$ cat src/rtl/uart_rx.sv
// uart_rx: TL16C550 receive-side controller polling LSR, reading RBR into a one-entry valid/ready slot.
// Optional sticky {FE,PE,OE} error capture enabled by defining UART_RX_ERR_EN.
module uart_rx #(
  parameter int STROBE_CYCLES = 2,
  parameter int POLL_GAP      = 4
) (
  input  logic       clk,
  input  logic       rst,
  input  logic       EN,
  inout  wire  [7:0] parallel_port,
  output logic       read_enable,
  output logic       write_enable,
  output logic [3:0] address,
  output logic       ADS,
  output logic [7:0] data_out,
  output logic       data_valid,
  input  logic       data_ready,
  output logic [2:0] err,
  input  logic       err_clr
);

  typedef enum logic [3:0] {
    IDLE, LSR_ADS, LSR_RD, LSR_REC,
    RBR_ADS, RBR_RD, RBR_REC, HOLD, GAP
  } state_t;

  localparam logic [3:0] STRB_LAST = 4'(STROBE_CYCLES - 1);
  localparam logic [7:0] GAP_LOAD  = 8'(POLL_GAP);

  state_t     state, state_nx;
  logic [3:0] strb_cnt;
  logic [7:0] gap_cnt;
  logic [7:0] lsr;
  logic [2:0] addr_q;
  logic       last_rd;
  logic [7:0] unused_sig;

  assign parallel_port = 8'bz;
  assign write_enable  = 1'b1;
  assign address       = {1'b0, addr_q};
  assign last_rd       = (strb_cnt == STRB_LAST);
  assign unused_sig    = {err_clr, lsr[7:1]};

  assign ADS = !(state == LSR_ADS || state == RBR_ADS);
  assign read_enable = !(state == LSR_RD || state == RBR_RD);

  always_comb begin
    state_nx = state;
    unique case (state)
      IDLE:    if (EN) state_nx = LSR_ADS;
      LSR_ADS: state_nx = LSR_RD;
      LSR_RD:  if (last_rd) state_nx = LSR_REC;
      LSR_REC: begin
        if (lsr[0])            state_nx = RBR_ADS;
        else if (POLL_GAP > 0) state_nx = GAP;
        else if (EN)           state_nx = LSR_ADS;
        else                   state_nx = IDLE;
      end
      RBR_ADS: state_nx = RBR_RD;
      RBR_RD:  if (last_rd) state_nx = RBR_REC;
      RBR_REC: state_nx = HOLD;
      // A byte already taken during RBR_REC leaves nothing to wait for
      HOLD: begin
        if (!data_valid || data_ready)
          state_nx = EN ? LSR_ADS : IDLE;
      end
      GAP: begin
        if (gap_cnt == 8'd0)
          state_nx = EN ? LSR_ADS : IDLE;
      end
      default: state_nx = IDLE;
    endcase
  end

  always_ff @(posedge clk) begin
    if (rst) begin
      state      <= IDLE;
      strb_cnt   <= 4'd0;
      gap_cnt    <= 8'd0;
      lsr        <= 8'h00;
      addr_q     <= 3'b000;
      data_out   <= 8'h00;
      data_valid <= 1'b0;
    end else begin
      state <= state_nx;
      if (state_nx == LSR_ADS)
        addr_q <= 3'b101;
      else if (state_nx == RBR_ADS)
        addr_q <= 3'b000;
      if (state == LSR_RD || state == RBR_RD)
        strb_cnt <= strb_cnt + 4'd1;
      else
        strb_cnt <= 4'd0;
      if (state == LSR_RD && last_rd)
        lsr <= parallel_port;
      if (state == RBR_RD && last_rd) begin
        data_out   <= parallel_port;
        data_valid <= 1'b1;
      end else if (data_valid && data_ready) begin
        data_valid <= 1'b0;
      end
      // GAP runs POLL_GAP+1 cycles, counting down to zero
      if (state == LSR_REC)
        gap_cnt <= GAP_LOAD;
      else if (state == GAP && gap_cnt != 8'd0)
        gap_cnt <= gap_cnt - 8'd1;
    end
  end

`ifdef UART_RX_ERR_EN
  logic [2:0] err_q;
  logic [2:0] err_new;

  assign err_new = (state == LSR_REC && lsr[0]) ?
                   {lsr[3], lsr[2], lsr[1]} : 3'b000;
  assign err = err_q;

  always_ff @(posedge clk) begin
    if (rst)
      err_q <= 3'b000;
    else
      err_q <= (err_clr ? 3'b000 : err_q) | err_new;
  end
`else
  assign err = 3'b000;
`endif

endmodule

$ cat config.mk
export PLATFORM = sky130hd
export DESIGN_NAME = uart_rx
export DESIGN_NICKNAME = d
export VERILOG_FILES = /design/src/rtl/uart_rx.sv
export SDC_FILE = /design/constraint.sdc
export NUM_CORES = 1
export LEC_CHECK = 0
export CAP_MARGIN = 20
export CORE_UTILIZATION = 49
export DETAILED_ROUTE_END_ITERATION = 6
export MAX_ROUTING_LAYER = met4
export PLACE_DENSITY = 0.8
export SYNTH_ARGS = -nofsm -noshare
export SYNTH_HDL_FRONTEND = slang
export SYNTH_SLANG_ARGS = --single-unit
$ cat constraint.sdc
create_clock -name clk -period 5.3 [get_ports clk]
set_input_delay 1.06 -clock clk [delete_from_list [all_inputs] [get_ports clk]]
set_output_delay 1.06 -clock clk [all_outputs]
set_load 0.01 [all_outputs]
==> impl_metrics.json <==
{
  "run_status": "finished with violations",
  "violations_in_the_final_reports": "DRC",
  "topRoutingLayerUsed": "met4",
  "crit_chain": "or3b_1 > a21o_1 > clkdlybuf4s50_1",
  "ctsHoldBuffers": 0,
  "detail_route.drc_violations": 1,
  "gp_routability_congestion": 0.884,
  "io_pins": 32,
  "effective_utilization_at_floorplan": 0.516,
  "post_synth_num_cell_types": 44,
  "synth.area.top_cells": "dfxtp_1 32%, buf_4 13%, ha_1 4.0%, nor2_1 3.6%, xor2_1 3.5%",
  "cts_resized": 0,
  "met3_length_um": 62,
  "p_sw_frac": 0.249,
  "clk_path_buf_depth": 2,
  "detailroute.via_count": 946,
  "finalClockSkew_ns": 0.00100,
  "finalWirelength_mm": 2.19,
  "synth-seq-area-share": 0.316,
  "rows": 18,
  "globalRouteOverflowTotal": 0,
  "ys_ff_latch": 20,
  "design_area_mm2": 0.00136,
  "die-height_um": 52.8,
  "detail_route.wirelength.met1_um": 967,
  "pwr-share-seq": 0.561,
  "drt_first_pass_iters": 6,
  "final_critical_path_setup_slack_ns": 2.33,
  "timing.slew.headroom": 0.648,
  "floorplan.die.width_um": 52.8,
  "number_of_antenna_violations_at_the_first_check_in_global_routing": 0,
  "grt_pass1_vias": 854,
  "post_layout_nonfiller_instances": 178,
  "port_buffers": 16,
  "detail-route-antenna-nets": 0,
  "final_hold_viol_count": 0,
  "yosys.area.top_type_share": 0.316,
  "worst_pin_slew_ns": 0.526,
  "mappedNetlistArea_mm2": 0.00127,
  "path_class": "register to primary output",
  "clockPowerShare": 0.308,
  "cp-end-kind": "primary output",
  "total_die_area_mm2": 0.00279,
  "synth_common_cells": "22 x buf_4, 20 x dfxtp_1, 12 x nor2_1, 8 x a21oi_1, 6 x inv_1",
  "cts_tree": "done",
  "total_leakage_power_nw": 0.494,
  "ir_drop_v": 0.000152,
  "worst_stage_delay_on_the_critical_path_ns": 0.55,
  "path_max_fanout": 12,
  "holdCritPathClass": "register to register",
  "grt_first_pass_wirelength_mm": 3.46,
  "combinationalPowerShare": 0.131,
  "clock_insertion_delay_worst_skew_ns": 0.30,
  "synth-edff-count": 0,
  "power.density_cell_area_mw_per_mm2": 210,
  "power_switching_uw": 70.9,
  "yosys_warnings": 0,
  "postSynth.asyncResetShare": 0,
  "timing.critical_path.max_delay_family": "flip-flops",
  "vias_per_cell": 5.31,
  "core_area_mm2": 0.00245,
  "clk_pin_slew_ns": 0.11,
  "wl_met2_mm": 1.12,
  "cts_setup_buffers": 0,
  "setup-violations-final": 0,
  "dominantRegCellSynth": "dfxtp_1",
  "cp-start-kind": "register",
  "clock-sinks": 20,
  "post_synth.cell_area_avg_um2": 8.85,
  "max-cap-violations": 0,
  "dp.final_hpwl_mm": 1.69,
  "slowest_cell_on_the_critical_path": "dfxtp_1",
  "flow.area_growth_from_synthesis_pct": 7.11,
  "final.period_utilization": 0.561,
  "grt_util_all_layers": 0.176,
  "placed_cell_area_mm2": 0.00132,
  "yosysTopAreaCell": "dfxtp_1",
  "drt_iter0_markers": 38,
  "postSynthCellCount": 143,
  "p_int_uw": 214,
  "insertedDiodeCount": 0,
  "p_total_uw": 285,
  "final_tns_setup_ns": 0,
  "route.detailed.wl_per_inst_um": 12.3,
  "final-max-slew-violation-count": 0,
  "fraction_of_final_layout_cells_sized_beyond_drive_strength_1": 0.108,
  "minimum_clock_period_after_layout_ns": 2.97,
  "achievable-frequency_mhz": 336,
  "cp.buffers_inverters": 1,
  "critical_path_required_ns": 4.24,
  "grt_max_degree": 14,
  "cts_root_buffer": "clkbuf_4",
  "cp.arrival_ns": 1.91,
  "htree_num_levels": 1,
  "dpl_worst_slack_ns": 2.68,
  "setup_repair_after_global_routing_missed_its_margin": "no",
  "placed_cells_incl_taps": 174,
  "cts-buffers-inserted": 3,
  "post-synth-top-count-cell": "buf_4",
  "final_net_count": 158
}
-- final timing paths --
| kind | startpoint | to | slack [ns] | cells after the start |
|---|---|---|---|---|
| hold reg to reg | strb_cnt[0] | strb_cnt[0] | 0.49 | 1 |
| setup / recovery | state[1] | read_enable | 2.33 | 3 |
| hold / removal | strb_cnt[0] | strb_cnt[0] | 0.49 | 1 |
| setup reg to reg | strb_cnt[0] | addr_q[0] | 3.27 | 5 |
-- kinds of logic (layout without fill, tap and decap cells) --
logic type	after synthesis	in the layout	share of synthesized area
compound gates	23	23	0.136
xor+xnor	8	8	0.0553
fa+ha+maj	4	4	0.0395
buf+inv	33	26	0.167
flops	20	20	0.316
mux	1	1	0.00889
other cells	2	14	0.00593
simple gates	52	52	0.271
-- layout make-up --
class | instances | area [µm²]
Clock buffer | 4 | 36.3
Inverter | 6 | 22.5
Multi-Input combinational cell | 102 | 699
Sequential cell | 20 | 400
Timing Repair Buffer | 16 | 160
Fill cell | 228 | 1100
Tap cell | 30 | 37.5
-- sequential cells by signal, indices dropped and copies added, names as in the netlist --
| register | count |
|---|---|
| addr_q | 1 |
| data_valid | 1 |
| state | 4 |
| data_out | 1 |
| gap_cnt | 8 |
| lsr | 1 |
| strb_cnt | 4 |
-- layer usage --
layer  global-route usage  up-vias
met2                0.312       21
met5                    -        -
met4               0.0965        0
met3               0.0174        4
li1                     -      473
met1                0.191      448
-- through the flow --
stage	util	hold WS [ns]
floorplan	-	0.433
global placement	0.538	0.447
detailed placement	0.538	0.464
CTS	0.552	0.491
global route	0.552	0.513
finish	0.552	0.489
-- placed cells by master, fill, tap and decap left out, drive strengths merged, types with 2 or more instances in the layout --
master	n
a211oi	2
a21o	2
a21oi	8
and4bb	2
clkbuf	4
clkdlybuf4s50	16
conb	14
dfxtp	20
ha	4
inv	6
nand2	4
nand2b	4
nand3	3
nand3b	3
nor2	12
nor3b	2
nor4	2
nor4b	2
o211ai	2
o21ai	2
o31ai	3
or2	3
or3	3
or3b	2
or4	3
xnor2	3
xor2	5
-- power by group through the flow --
stage	clock network, mW	logic (mW)	registers, mW
floorplan	0	0.0359	0.161
global route	0.0970	0.0411	0.161
global placement	0	0.0361	0.163
finish	0.0877	0.0374	0.160
detailed placement	0	0.0369	0.163
CTS	0.0914	0.0373	0.160
Note: power is estimated with default switching activity, not from simulation.
